**src/rtl/fetch_pkg.sv**
```systemverilog
// Shared fetch-stage types and constants.
// Used by the fetch queue and its consumers.
package fetch_pkg;

   localparam logic [31:0] RESET_PC_DEF = 32'h1C00_0000;
   localparam int          INST_BYTES   = 4;

   typedef struct packed {
      logic [31:0] pc;
      logic [31:0] inst;
   } if_id_bus_t;

endpackage

```
**src/rtl/sync_fifo.sv**
```systemverilog
// Synchronous FIFO with wrap-bit pointers.
// A clear empties it without touching stored data.
module sync_fifo #(
   parameter int WIDTH = 64,
   parameter int DEPTH = 4
) (
   input  logic                     clk,
   input  logic                     reset,
   input  logic                     clear,
   input  logic                     push,
   input  logic                     pop,
   input  logic [WIDTH-1:0]         wdata,
   output logic [WIDTH-1:0]         rdata,
   output logic [$clog2(DEPTH):0]   count
);

   localparam int AW = $clog2(DEPTH);

   logic [AW:0]       wr_ptr;
   logic [AW:0]       rd_ptr;
   logic [WIDTH-1:0]  mem [DEPTH];

   // Pointer and storage update; clear wins over push/pop.
   always_ff @(posedge clk or negedge reset) begin
      if (!reset) begin
         wr_ptr <= '0;
         rd_ptr <= '0;
         for (int i = 0; i < DEPTH; i++) begin
            mem[i] <= '0;
         end
      end else if (clear) begin
         wr_ptr <= '0;
         rd_ptr <= '0;
      end else begin
         if (push) begin
            mem[wr_ptr[AW-1:0]] <= wdata;
            wr_ptr              <= wr_ptr + 1'b1;
         end
         if (pop) begin
            rd_ptr <= rd_ptr + 1'b1;
         end
      end
   end

   assign rdata = mem[rd_ptr[AW-1:0]];
   assign count = wr_ptr - rd_ptr;

endmodule

```
**src/rtl/if_fetch_queue.sv**
```systemverilog
// Instruction fetch: PC, credit-limited requests,
// and a FIFO of {pc, inst} pairs towards decode.
module if_fetch_queue
   import fetch_pkg::*;
#(
   parameter int                ADDR_W   = 32,
   parameter logic [ADDR_W-1:0] RESET_PC = ADDR_W'(RESET_PC_DEF),
   parameter int                INST_W   = 32,
   parameter int                DEPTH    = 4
) (
   input  logic                       clk,
   input  logic                       reset,
   output logic                       inst_req,
   output logic [ADDR_W-1:0]          inst_addr,
   input  logic [INST_W-1:0]          inst_rdata,
   input  logic                       redirect_valid,
   input  logic [ADDR_W-1:0]          redirect_pc,
   output logic                       out_valid,
   input  logic                       out_ready,
   output logic [ADDR_W+INST_W-1:0]   data_bus,
   output logic [$clog2(DEPTH):0]     fifo_level
);

   localparam int CW = $clog2(DEPTH) + 1;

   logic [ADDR_W-1:0] pc;
   logic [ADDR_W-1:0] inflight_pc;
   logic              inflight;
   logic [CW-1:0]     count;
   logic [CW-1:0]     room;
   logic              push;
   logic              pop;

   assign pop  = out_valid & out_ready;
   assign push = inflight & ~redirect_valid;

   // Entries committed once the in-flight response and pop land.
   assign room = count + CW'(inflight) - CW'(pop);

   assign inst_req  = reset & ~redirect_valid
                    & (room < CW'(DEPTH));
   assign inst_addr = pc;

   // PC advance, in-flight tracking and redirect restart.
   always_ff @(posedge clk or negedge reset) begin
      if (!reset) begin
         pc          <= RESET_PC;
         inflight    <= 1'b0;
         inflight_pc <= '0;
      end else begin
         inflight <= inst_req;
         if (redirect_valid) begin
            pc <= redirect_pc & ~ADDR_W'(3);
         end else if (inst_req) begin
            inflight_pc <= pc;
            pc          <= pc + ADDR_W'(INST_BYTES);
         end
      end
   end

   sync_fifo #(
      .WIDTH (ADDR_W + INST_W),
      .DEPTH (DEPTH)
   ) u_fifo (
      .clk   (clk),
      .reset (reset),
      .clear (redirect_valid),
      .push  (push),
      .pop   (pop),
      .wdata ({inflight_pc, inst_rdata}),
      .rdata (data_bus),
      .count (count)
   );

   assign out_valid  = (count != '0);
   assign fifo_level = count;

   // Credit must keep a push away from a full, non-draining FIFO.
   full_push_a : assert property (
      @(posedge clk) disable iff (!reset)
      !(push && !pop && count == CW'(DEPTH))
   );

endmodule

```
**config.mk**
```make
export PLATFORM = sky130hd
export DESIGN_NAME = if_fetch_queue
export DESIGN_NICKNAME = d
export VERILOG_FILES = /design/src/rtl/fetch_pkg.sv /design/src/rtl/sync_fifo.sv /design/src/rtl/if_fetch_queue.sv
export SDC_FILE = /design/constraint.sdc
export NUM_CORES = 1
export LEC_CHECK = 0
export CAP_MARGIN = 10
export CORE_ASPECT_RATIO = 1.25
export CORE_UTILIZATION = 42
export CTS_CLUSTER_SIZE = 16
export DETAILED_ROUTE_END_ITERATION = 6
export PLACE_DENSITY_LB_ADDON = 0.25
export SLEW_MARGIN = 20
export SYNTH_ARGS = -nofsm -noshare
export SYNTH_HDL_FRONTEND = slang
export SYNTH_SLANG_ARGS = --single-unit
```
**constraint.sdc**
```tcl
create_clock -name clk -period 8.55 [get_ports clk]
set_input_delay 0.855 -clock clk [delete_from_list [all_inputs] [get_ports clk]]
set_output_delay 0.855 -clock clk [all_outputs]
set_load 0.02 [all_outputs]
```
Yosys cells after proc, flatten, opt, wreduce, memory -nomap -nowiden --
Cells that the tools add are included.
Storage, ports and cells: bits in registers 327, bits of input ports 68
Cells by class: add/subtract/negate cells 6, magnitude comparators 4, muxes and demuxes 12, bitwise gates (word level) 7, reductions and logical operators 7
Operators with widths (count):
- bitwise mux 256 bit | 1
- two-way mux 64 bit | 3
- binary-select mux 64 bit (select 2 bit) | 1
- demux 64 bit (select 2 bit) | 1
- two-way mux 32 bit | 2
- adder 32 x 3 -> 32 bit, second input constant | 1
- two-way mux 3 bit | 4
- adder 3 x 1 -> 3 bit, second input constant | 2
- greater-or-equal comparator 3 bit, second input constant | 2
- NOT 2 -> 3 bit | 2
- nonzero test 2 bit | 3
- bitwise AND 1 bit | 4
- AND reduction 2 bit | 2
- adder 3 x 1 -> 3 bit | 1
- < comparator 3 x 1 -> 1 bit, second input constant | 1
- < comparator 3 bit, second input constant | 1
- nonzero test 3 bit | 1
- subtractor 3 x 1 -> 3 bit | 1
- subtractor 3 bit | 1
- logical AND 1 bit | 1
- NOT 1 bit | 1

Depth between registers and ports, before layout --
Gate-level depths: netlist of the first run.
word-level depth 8, mapped depth 16, depth with buffers taken out 14

Cells and area by module --
From an unflattened synthesis of the first run, not the netlist that was laid out.
Second synthesis, totals: cells, all modules 945, area total of the unflattened synthesis 16081.7 µm²
Modules (own cells, without submodules):
- sync_fifo | instances 1, cells each 657, area each 12772.2 µm², sequential area each 6556.3 µm²
- if_fetch_queue | instances 1, cells each 288, area each 3309.4 µm², sequential area each 1530.2 µm²

Worst setup path before layout of the first run --
OpenSTA, ideal clock, no wires.
path kind flip-flop to output port, start register u_fifo.wr_ptr[0], end output port inst_req, data arrival time 3.555 ns, slack 4.140 ns, stages on the path, launching flop included 16, path buffers 1, cell sequence dfrtp_1 inv_1 ha_1 fa_1 xnor3_2 nand3_1 nand2_1 inv_1 ha_1 inv_1 ha_1 a31oi_1 xor2_2 nand3_2 buf_2 inv_1
On the way: cells in the longest elaborated chain, start to end 6, elaborated cells between the ends (all ways) 7
Ends and longest elaborated chain:
- start: declaration | RTL line sync_fifo.sv:19 | logic [AW:0] wr_ptr;
- start signal: assignment | RTL line sync_fifo.sv:37 | wr_ptr <= wr_ptr + 1'b1;
- subtractor 3 bit | RTL line sync_fifo.sv:46 | assign count = wr_ptr - rd_ptr;
- nonzero test 3 bit | RTL line if_fetch_queue.sv:75 | assign out_valid = (count != '0);
- named net out_valid | RTL line if_fetch_queue.sv:18 | output logic out_valid,
- bitwise AND 1 bit | RTL line if_fetch_queue.sv:34 | assign pop = out_valid & out_ready;
- subtractor 3 x 1 -> 3 bit | RTL line if_fetch_queue.sv:38 | assign room = count + CW'(inflight) - CW'(pop);
- < comparator 3 bit | RTL line if_fetch_queue.sv:41 | & (room < CW'(DEPTH));
- bitwise AND 1 bit | RTL line if_fetch_queue.sv:41
- end: declaration | RTL line if_fetch_queue.sv:13 | output logic inst_req,
The timed path passes the listed nets, and every way through them passes these cells.

Worst setup path after layout of the first run --
start register u_fifo.rd_ptr[0], end output port inst_req
On the way: cells in the longest elaborated chain, start to end 6, elaborated cells between the ends (all ways) 7
Ends and longest elaborated chain:
- start: declaration | RTL line sync_fifo.sv:20 | logic [AW:0] rd_ptr;
- start signal: assignment | RTL line sync_fifo.sv:40 | rd_ptr <= rd_ptr + 1'b1;
- subtractor 3 bit (*) | RTL line sync_fifo.sv:46
- branches (longest 2 deep; another with adder 3 x 1 -> 3 bit)
- subtractor 3 x 1 -> 3 bit (*) | RTL line if_fetch_queue.sv:38
- < comparator 3 bit (*) | RTL line if_fetch_queue.sv:41
- bitwise AND 1 bit (*) | RTL line if_fetch_queue.sv:41
Mark *: on every way between the ends.

==> results.py, run 1 <==
metrics = {
    "pwr": {
        "design_power_total_mw": 5.96,
        "seq_power_share_pct": 37.4,
        "combPwrFrac_pct": 36.2,
        "p_int_mw": 4.03,
        "clockPowerShare_pct": 26.4,
        "p_switching_mw": 1.93,
        "sw_frac_of_total_pct": 32.4,
        "power.density_mw_per_mm2": 342,
        "leakage_nw": 7.73,
        "peakVddDrop_uv": 245,
    },
    "critical_path": {
        "required_ns": 7.70,
        "cp-start-kind": "flop",
        "r2r_start": "u_fifo.rd_ptr[0]$_DFFE_PN0P_",
        "endpoint_kind": "primary output",
        "critPathKind": "reg2out",
        "r2r_slack_ns": 3.81,
        "worstPathArrival_ns": 5.18,
        "crit_chain": "ha_1 -> fa_1 -> xnor3_2 -> nand3_1 -> nand2_1 -> inv_1 -> ha_1 -> inv_1 -> ha_1 -> a31oi_1 -> xor2_2 -> nand3_2 -> inv_1 -> clkdlybuf4s50_1",
        "critical_path.max_stage_delay_ns": 0.74,
        "r2r_end": "inflight_pc[2]$_DFFE_PN0P_",
        "cp_slowest_cell": "dfrtp_4",
        "critPathMaxFanout": 33,
        "rr_worst_depth": 14,
    },
    "clock_tree": {
        "cts.sinks": 315,
        "htree_num_levels": 2,
        "cts_root_buf": "clkbuf_16",
        "cts_hold_buf": 0,
        "cts_resized": 0,
        "clockBufferDepth": 3,
        "path_clk_slew_ns": 0.06,
        "post_cts_buffers": 0,
        "clock_latency_ns": 0.51,
        "cts_tree": "done",
        "cts_inserted_buffers": 34,
    },
    "yosys": {
        "synthCells": 958,
        "synth_area_leader_cell": "dfrtp_1",
        "synthTopCellsByArea": "dfrtp_1 55%, mux2_2 20%, mux4_2 9.8%",
        "synth.ff_latch_count": 315,
        "syn_area_mm2": 0.0142,
        "async_reset_ff_share_pct": 100,
        "yosysTopAreaCellShare_pct": 55.1,
        "ys_top_cells_by_count": "312 x dfrtp_1, 252 x mux2_2, 62 x mux4_2",
        "synth_most_common_cell": "dfrtp_1",
        "ys_warn_count": 0,
        "synth.distinct_cells": 47,
        "synthFlopType": "dfrtp_1",
        "ys_seq_area_share_pct": 55.6,
        "syn_avg_cell_area_um2": 14.8,
        "synth_edf_count": 0,
    },
    "routing": {
        "viasPerCell": 5.65,
        "drt-total-wl_mm": 32.0,
        "ant_nets": 0,
        "drt-initial-drc-count": 617,
        "drtPass1Iterations": 7,
        "num_vias": 8750,
        "wl_per_cell_um": 20.7,
        "drc": 12,
    },
    "placement": {
        "place_area_mm2": 0.0162,
        "preCtsSetupSlack_ns": 2.97,
        "place.gp.congestion": 0.803,
        "io_buffers": 162,
        "dp_hpwl_mm": 19.2,
    },
    "job": {
        "max-cap-violations": 0,
    },
    "sta": {
        "period_share_pct": 70.5,
        "finalCriticalPeriod_ns": 6.03,
        "setup_tns_ns": 0,
        "rsz0062_at_grt": "no",
        "hold_viol_final": 0,
        "max_slew_margin_pct": 27.9,
        "hold_ws_ns": 0.380,
        "tightest_slew_ns": 1.08,
        "fin_skew_ns": 0.0165,
        "slew_violations": 0,
        "fmax_mhz": 166,
        "worst_slack_ns": 2.52,
        "setup_viol": 0,
    },
    "grt": {
        "grt_max_degree": 109,
        "antenna_found_initial": 0,
        "grt_usage_pct": 19.2,
        "grt_pass1_vias": 9285,
        "grt_pass1_wl_mm": 52.5,
        "overflow": 0,
    },
    "layout": {
        "seq_area_mm2": 0.00789,
        "drive_above_1_share_pct": 34.9,
        "fillers": 2811,
        "multi_input_area_mm2": 0.00602,
        "final_area_mm2": 0.0174,
        "finalNetCount": 1184,
        "antenna_cells": 0,
        "synthToLayoutAreaGrowth_pct": 22.9,
    },
    "outcome": {
        "violations": "design-rule violations",
        "status": "finished with violations",
    },
    "die": {
        "std_cell_rows": 74,
        "io_pins": 169,
        "dieHeight_um": 207,
        "core_mm2": 0.0330,
        "dieArea_mm2": 0.0345,
        "start_util_pct": 43.0,
        "die_w_um": 166,
    },
    "hold_path": {
        "hold_path_class": "in2async",
    },
}
## critical path, delay by kind of cell (launching register included)
family / cells / cell delay (ns)
buffers and inverters: 4 / 0.86
AOI/OAI and AO/OA: 1 / 0.43
DFF: 1 / 0.74
xor gates and xnor gates: 2 / 1.07
and+or+nand+nor: 3 / 0.46
adders and majority gates: 4 / 1.08
## layer usage
metal,share of wire [%],track usage (%)
met5,0,0
met4,1.8,5.08
met3,4.6,3.20
met2,50,32.1
met1,44,26.0
## power groups by stage
stage	Combinational (mW)	Clock, mW	Sequential (mW)
finish	2.16	1.57	2.23
global route	2.32	1.68	2.30
CTS	2.20	1.62	2.24
detailed placement	2.20	0	2.26
global placement	2.17	0	2.24
floorplan	1.41	0	2.14
## flip-flops by register name, summed over array words and instances, names as in the netlist
name and flops:
u_fifo.mem 248, inflight_pc 30, u_fifo.wr_ptr 3, inst_addr 30, inflight 1, u_fifo.rd_ptr 3
## through the flow
| stage | std cells | util, % |
|---|---|---|
| after global placement | 1488 | 49.2 |
| after detailed placement | 1488 | 49.2 |
| after CTS | 1550 | 52.9 |
| after global routing | 1550 | 52.9 |
| after floorplan | 961 | - |
| final | 1550 | 52.9 |
## cells in the final DEF, fill, tap and decap left out, types with 5 or more instances in the layout
cell type and n:
dfrtp_1 310, mux2_2 252, clkdlybuf4s50_1 161, mux4_2 62, clkbuf_16 37, nor2_1 33
mux2_1 26, a31oi_1 21, nand3_1 20, or4_1 18, inv_1 17, nand2_1 17
nand4_1 17, o31ai_1 15, clkbuf_1 10, or3_1 9, ha_1 9, clkbuf_8 9
buf_4 9, o211ai_1 8, nor3_1 6, o41ai_1 6, nor2b_1 5
## how the worst max path moves through the flow
stage / slack, ns / endpoint / start
after floorplan: 4.14 / inst_req / u_fifo.wr_ptr[0]$_DFFE_PN0P_
after CTS: 2.41 / inst_req / u_fifo.rd_ptr[0]$_DFFE_PN0P_
after global routing: 2.15 / inst_req / u_fifo.rd_ptr[0]$_DFFE_PN0P_
after detailed placement: 2.97 / inst_req / u_fifo.rd_ptr[0]$_DFFE_PN0P_
after global placement: 3.05 / inst_req / u_fifo.rd_ptr[0]$_DFFE_PN0P_
final: 2.52 / inst_req / u_fifo.rd_ptr[0]$_DFFE_PN0P_
## final cells by class
cell class / instances / share of cell area, %
clock buffer: 56 / 6.24
multi-input combinational: 565 / 34.5
timing repair buffer: 172 / 9.79
sequential: 315 / 45.3
clock inverter: 6 / 0.747
inverter: 18 / 0.388
tap: 418 / 3.00
## kinds of logic (layout without fill, tap and decap cells)
family / Yosys count / in the layout / share of synthesized area [%]
simple gates: 144 / 144 / 5.42
other cells: 1 / 4 / 0.0264
fa+ha+maj: 10 / 10 / 0.935
buf+inv: 81 / 252 / 2.30
flops: 315 / 315 / 55.6
xor+xnor: 8 / 8 / 0.785
compound gates: 58 / 58 / 2.94
mux: 341 / 341 / 32.0
Power figures use the tool's default switching activity.
==> run 2: changes to the inputs <==
clock period = 5 ns   (was 8.55 ns; I/O delays follow)
==> run 2 against run 1 <==
  * The flow still finishes with violations (design-rule violations)
  * Clock skew down 0.0013 ns
  * Flip-flop and latch count unchanged
  * Routed wire length up 1.5%
  * Final area up 0.19%
  * Via count up 0.37%
  * Critical path depth up 2
  * First-iteration DRC count down 28%
  * Final cell count up 0.26%
  * Non-clock buffer count up 4
  * Sequential power up 69%
  * Global-route usage up 0.065 points
  * Largest cell class unchanged
==> results.py, run 2 (same netlist as run 1, synthesis figures left out) <==
metrics = {
    "layout": {
        "layout_commonest_cell": "dfrtp_1",
        "synthToLayoutAreaGrowth_pct": 23.1,
        "post-route-util_pct": 53.0,
        "fillers": 2783,
        "final_cell_mix": "310 x dfrtp_1, 252 x mux2_2, 160 x clkdlybuf4s50_1, 62 x mux4_2, 37 x clkbuf_16",
        "largest_register_ffs": 248,
        "regMostFlops": "u_fifo.mem",
        "finalNetCount": 1189,
        "antenna_cells": 0,
        "drive_above_1_share_pct": 35.8,
        "final_area_mm2": 0.0175,
    },
    "routing": {
        "num_vias": 8782,
        "drt-total-wl_mm": 32.5,
        "drc": 12,
        "drtPass1Iterations": 6,
        "drt-initial-drc-count": 445,
        "ant_nets": 0,
        "wl_per_cell_um": 20.9,
        "viasPerCell": 5.65,
    },
    "sta": {
        "period_share_pct": 89.0,
        "max_slew_margin_pct": 26.2,
        "slew_violations": 0,
        "rsz0062_at_grt": "no",
        "tightest_slew_ns": 1.11,
        "setup_tns_ns": 0,
        "hold_viol_final": 0,
        "hold_ws_ns": 0.496,
        "fmax_mhz": 225,
        "finalCriticalPeriod_ns": 4.45,
        "setup_viol": 0,
        "fin_skew_ns": 0.0152,
    },
    "outcome": {
        "violations": "design-rule violations",
        "status": "finished with violations",
    },
    "critical_path": {
        "rr_worst_depth": 16,
        "cp-start-kind": "flop",
        "worstPathArrival_ns": 3.95,
        "critPathKind": "reg2out",
        "required_ns": 4.50,
        "critPathMaxFanout": 9,
        "endpoint_kind": "primary output",
    },
    "pwr": {
        "p_switching_mw": 3.37,
        "leakage_nw": 7.78,
        "combPwrFrac_pct": 37.5,
        "p_int_mw": 6.83,
        "seq_power_share_pct": 37.0,
        "design_power_total_mw": 10.2,
        "sw_frac_of_total_pct": 33.0,
        "peakVddDrop_uv": 435,
        "power.density_mw_per_mm2": 584,
        "clockPowerShare_pct": 25.5,
    },
    "grt": {
        "antenna_found_initial": 0,
        "grt_pass1_vias": 9210,
        "grt_usage_pct": 19.3,
        "grt_pass1_wl_mm": 52.5,
        "overflow": 0,
        "grt_max_degree": 87,
    },
    "clock_tree": {
        "htree_num_levels": 2,
        "cts_tree": "done",
        "path_clk_slew_ns": 0.06,
        "post_cts_buffers": 0,
        "clock_latency_ns": 0.50,
        "cts_inserted_buffers": 35,
        "cts_root_buf": "clkbuf_16",
        "clockBufferDepth": 3,
        "cts.sinks": 315,
    },
    "placement": {
        "place_area_mm2": 0.0162,
        "dp_hpwl_mm": 19.5,
        "io_buffers": 162,
        "place.gp.congestion": 0.801,
    },
    "die": {
        "std_cell_rows": 74,
        "dieHeight_um": 207,
        "dieArea_mm2": 0.0345,
        "core_mm2": 0.0330,
        "io_pins": 169,
        "die_w_um": 166,
        "start_util_pct": 43.0,
    },
    "job": {
        "max-cap-violations": 0,
    },
    "hold_path": {
        "min_path_cells": 1,
        "hold_path_class": "reg2reg",
    },
}
## run 2: path summary, 6_finish.rpt
kind	startpoint	slack, ns	endpoint
worst max-delay path	u_fifo.wr_ptr[0]$_DFFE_PN0P_	0.55	inst_req
worst min-delay path	u_fifo.mem[6]$_DFFE_PN0P_	0.50	u_fifo.mem[6]$_DFFE_PN0P_
worst max register to register	u_fifo.wr_ptr[0]$_DFFE_PN0P_	1.01	inflight_pc[9]$_DFFE_PN0P_
worst min register to register	u_fifo.mem[6]$_DFFE_PN0P_	0.50	u_fifo.mem[6]$_DFFE_PN0P_
max in group asynchronous	reset	2.52	u_fifo.mem[19]$_DFFE_PN0P_
min in group asynchronous	reset	0.53	u_fifo.mem[207]$_DFFE_PN0P_
## run 2: critical path: stages, from the launching register on
cell and delay, ns:
dfrtp_1 0.40, inv_1 0.10, ha_1 0.20, fa_1 0.37, xnor3_2 0.48, nand3_1 0.16, nand2_1 0.16, inv_1 0.06
ha_1 0.17, inv_1 0.05, ha_1 0.24, a31oi_4 0.25, xor2_2 0.15, buf_4 0.21, nand3_2 0.09, inv_1 0.10
dlymetal6s2s_1 0.23
## run 2: stage by stage
step	instances	worst slack, ns
detailed placement	1490	0.465
global route	1554	0.297
CTS	1553	0.0554
finish	1554	0.551
global placement	1490	0.509
floorplan	961	0.945
## run 2: power by group through the flow
stage / Combinational, mW / Sequential, mW / Clock [mW]
2_1_floorplan: 2.41 / 3.67 / 0
3_3_place_gp: 3.78 / 3.78 / 0
3_5_place_dp: 3.83 / 3.82 / 0
4_1_cts: 3.85 / 3.78 / 2.68
5_1_grt: 4.08 / 3.88 / 2.78
6_report: 3.82 / 3.77 / 2.60
## run 2: final cells by class
type                    instances  area (µm²)  share of cell area [%]
clock buffers                  48        1060                    6.06
clock inverters                14         124                   0.709
inverters                      18        67.6                   0.387
multi-input cells             565        6030                    34.6
flip-flops and latches        315        7890                    45.2
well taps                     418         523                    3.00
repair buffers                176        1760                    10.1
## run 2: timing repair
item / 4_1_cts / 5_1_grt
endpoints found under the hold margin: 54 / 0
hold buffers: 1 / 0
pin swaps: 0 / 0
resized for setup: 1 / 2
endpoints found under the setup margin: 1 / 1
## run 2: layer usage
layer	part of all wire, %	GRT usage (%)	up-vias
met3	5.0	3.76	40
met4	1.7	4.76	0
met5	0	0	-
li1	-	-	3900
met1	44	25.8	4632
met2	50	32.3	210
==> run 3: changes to the inputs <==
SYNTH_HIERARCHICAL = 1   (was default)
==> run 3 against run 2 <==
  * Clock skew shrank 0.0019 ns
  * Setup slack got worse by 0.11 ns
  * Final cell count up 4.6%
  * Total power decreased by 1.1%
  * Sequential share of layout area decreased by 2.6 points
  * The flow now finishes without violations
  * Critical endpoint unchanged
  * Clock power increased by 4%
==> results.py, run 3 <==
metrics = {
    "critical_path": {
        "path_buf_inv": 3,
        "rr_worst_depth": 15,
        "r2r_slack_ns": 0.78,
        "required_ns": 4.50,
        "cp-start-kind": "flop",
        "r2r_end": "inflight_pc[7]$_DFFE_PN0P_",
        "critPathKind": "reg2out",
        "critPathMaxFanout": 8,
        "crit_top_cell": "ha_1",
        "critical_path.max_stage_delay_ns": 0.48,
        "worstPathArrival_ns": 4.06,
        "endpoint_kind": "primary output",
        "path_delay_family": "simple AND/OR/NAND/NOR gates",
        "crit_chain": "inv_1 -> ha_1 -> fa_1 -> xnor2_1 -> xnor2_1 -> or3_2 -> and2_1 -> ha_1 -> inv_1 -> ha_1 -> nand3b_1 -> nand4_4 -> a21oi_4 -> dlymetal6s2s_1",
        "cp_slowest_cell": "or3_2",
        "r2r_start": "u_fifo/wr_ptr[0]$_DFFE_PN0P_",
    },
    "yosys": {
        "ys_top_cells_by_count": "320 x dfrtp_1, 240 x mux2_4, 64 x mux4_2",
        "ys_warn_count": 6,
        "synthFlopType": "dfrtp_1",
        "yosysTopAreaCellShare_pct": 49.8,
        "ys_seq_area_share_pct": 50.3,
        "syn_area_mm2": 0.0161,
        "synthCells": 945,
        "synth_most_common_cell": "dfrtp_1",
        "async_reset_ff_share_pct": 100,
        "synth.ff_latch_count": 323,
        "synth.distinct_cells": 61,
        "synthTopCellsByArea": "dfrtp_1 50%, mux2_4 22%, mux4_2 9.0%",
        "synth_edf_count": 0,
        "syn_avg_cell_area_um2": 17.0,
        "synth_area_leader_cell": "dfrtp_1",
    },
    "hold_path": {
        "holdPathEnd": "u_fifo/wr_ptr[1]$_DFFE_PN0P_",
        "min_from": "redirect_valid",
        "hold_path_class": "in2reg",
        "min_path_cells": 2,
    },
    "die": {
        "die_w_um": 177,
        "dieArea_mm2": 0.0391,
        "io_pins": 169,
        "core_mm2": 0.0375,
        "std_cell_rows": 79,
        "dieHeight_um": 221,
        "start_util_pct": 42.9,
    },
    "routing": {
        "wl_per_cell_um": 21.1,
        "ant_nets": 0,
        "drtPass1Iterations": 4,
        "num_vias": 8476,
        "drt-initial-drc-count": 457,
        "viasPerCell": 5.22,
        "drt-total-wl_mm": 34.3,
        "drc": 0,
    },
    "sta": {
        "setup_viol": 0,
        "tightest_slew_ns": 1.07,
        "hold_viol_final": 0,
        "fmax_mhz": 219,
        "rsz0062_at_grt": "no",
        "fin_skew_ns": 0.0133,
        "period_share_pct": 91.2,
        "slew_violations": 0,
        "max_slew_margin_pct": 28.5,
        "finalCriticalPeriod_ns": 4.56,
        "setup_tns_ns": 0,
    },
    "layout": {
        "synthToLayoutAreaGrowth_pct": 18.1,
        "finalNetCount": 1194,
        "largest_register_ffs": 256,
        "layout_commonest_cell": "dfrtp_1",
        "antenna_cells": 0,
        "final_area_mm2": 0.0190,
        "final_cell_count_no_fill": 1625,
        "final_cell_mix": "318 x dfrtp_1, 240 x mux2_4, 161 x clkdlybuf4s50_1, 64 x mux4_2, 52 x mux2_2",
        "regMostFlops": "u_fifo/mem",
        "drive_above_1_share_pct": 41.2,
        "post-route-util_pct": 50.7,
        "fillers": 3107,
    },
    "grt": {
        "overflow": 0,
        "antenna_found_initial": 0,
        "grt_usage_pct": 18.1,
        "grt_pass1_wl_mm": 54.8,
        "grt_max_degree": 183,
        "grt_pass1_vias": 9306,
    },
    "placement": {
        "io_buffers": 164,
        "dp_hpwl_mm": 20.7,
        "dp.cells": 1563,
        "place.gp.congestion": 0.775,
        "place_area_mm2": 0.0177,
    },
    "clock_tree": {
        "cts.sinks": 323,
        "cts_tree": "done",
        "htree_num_levels": 2,
        "clock_latency_ns": 0.52,
        "path_clk_slew_ns": 0.06,
        "cts_root_buf": "clkbuf_16",
        "post_cts_buffers": 0,
        "clockBufferDepth": 3,
        "cts_inserted_buffers": 35,
    },
    "job": {
        "max-cap-violations": 0,
    },
    "pwr": {
        "peakVddDrop_uv": 302,
        "power.density_mw_per_mm2": 531,
        "leakage_nw": 9.09,
    },
    "outcome": {
        "status": "finished, final reports clean",
    },
}
==> run 3: changes by cell type after synthesis, sizes merged, moves of 13 or more <==
| cell | before | now |
|---|---|---|
| xnor2 | 3 | 19 |
| or4 | 18 | 1 |
| o21ai | 2 | 23 |
| o31ai | 15 | 0 |
| nand3 | 21 | 8 |
| buf | 17 | 50 |
| a31oi | 21 | 0 |
| mux2 | 278 | 292 |
| clkbuf | 46 | 10 |
| nor2 | 33 | 8 |
==> run 3: power by group <==
part | switching, mW | internal (mW)
registers | 0.484 | 3.18
clock network | 1.06 | 1.64
logic | 1.65 | 2.07
==> run 3: worst max path at each step <==
stage,from,endpoint,slack [ns],cells after the start
floorplan,u_fifo/wr_ptr[0]$_DFFE_PN0P_,inst_req,0.72,14
global placement,u_fifo/wr_ptr[0]$_DFFE_PN0P_,inst_req,0.52,14
detailed placement,u_fifo/wr_ptr[0]$_DFFE_PN0P_,inst_req,0.51,14
CTS,u_fifo/wr_ptr[0]$_DFFE_PN0P_,inst_req,0.02,14
global route,u_fifo/wr_ptr[0]$_DFFE_PN0P_,inst_req,0.19,14
finish,u_fifo/wr_ptr[0]$_DFFE_PN0P_,inst_req,0.44,14
==> run 3: cells by family (layout without fill, tap and decap cells) <==
kind of cell | Yosys count | count (layout) | share of synthesized area, %
compound gates | 59 | 59 | 3.14
xor+xnor | 32 | 32 | 1.84
buf+inv | 71 | 256 | 5.14
fa+ha+maj | 10 | 10 | 0.825
other cells | 1 | 10 | 0.0233
flops | 323 | 323 | 50.3
simple gates | 89 | 89 | 3.49
mux | 360 | 360 | 35.3
==> run 3: per-layer routing <==
layer	global-route usage, %	wire length (µm)	vias to the layer above
li1	-	-	3808
met1	25.4	16000	4449
met2	28.7	16300	173
met3	2.85	1220	46
met4	5.37	727	0
met5	0	0	-
==> run 3: layout make-up <==
class	count	area (µm²)	share of cell area, %
tap	486	608	3.20
sequential	323	8090	42.6
clock inverter	12	166	0.876
multi-input combinational	560	7210	38.0
inverter	11	41.3	0.217
clock buffer	48	1030	5.41
timing repair buffer	185	1840	9.69
==> run 3: what timing repair did <==
item                                    4_1_cts  5_1_grt
pin swaps                                     0        0
hold endpoints to repair                     60        0
hold buffers                                  1        0
endpoints found under the setup margin        1        1
cloned                                        0        0
resized for setup                             1        1
==> run 3: stage by stage <==
step | setup slack, ns | hold WS, ns | power (mW)
after floorplan | 0.719 | 0.204 | 6.10
after global placement | 0.522 | 0.481 | 7.41
after detailed placement | 0.510 | 0.488 | 7.47
after CTS | 0.0200 | 0.349 | 10.2
after global routing | 0.194 | 0.388 | 10.6
final | 0.439 | 0.381 | 10.1
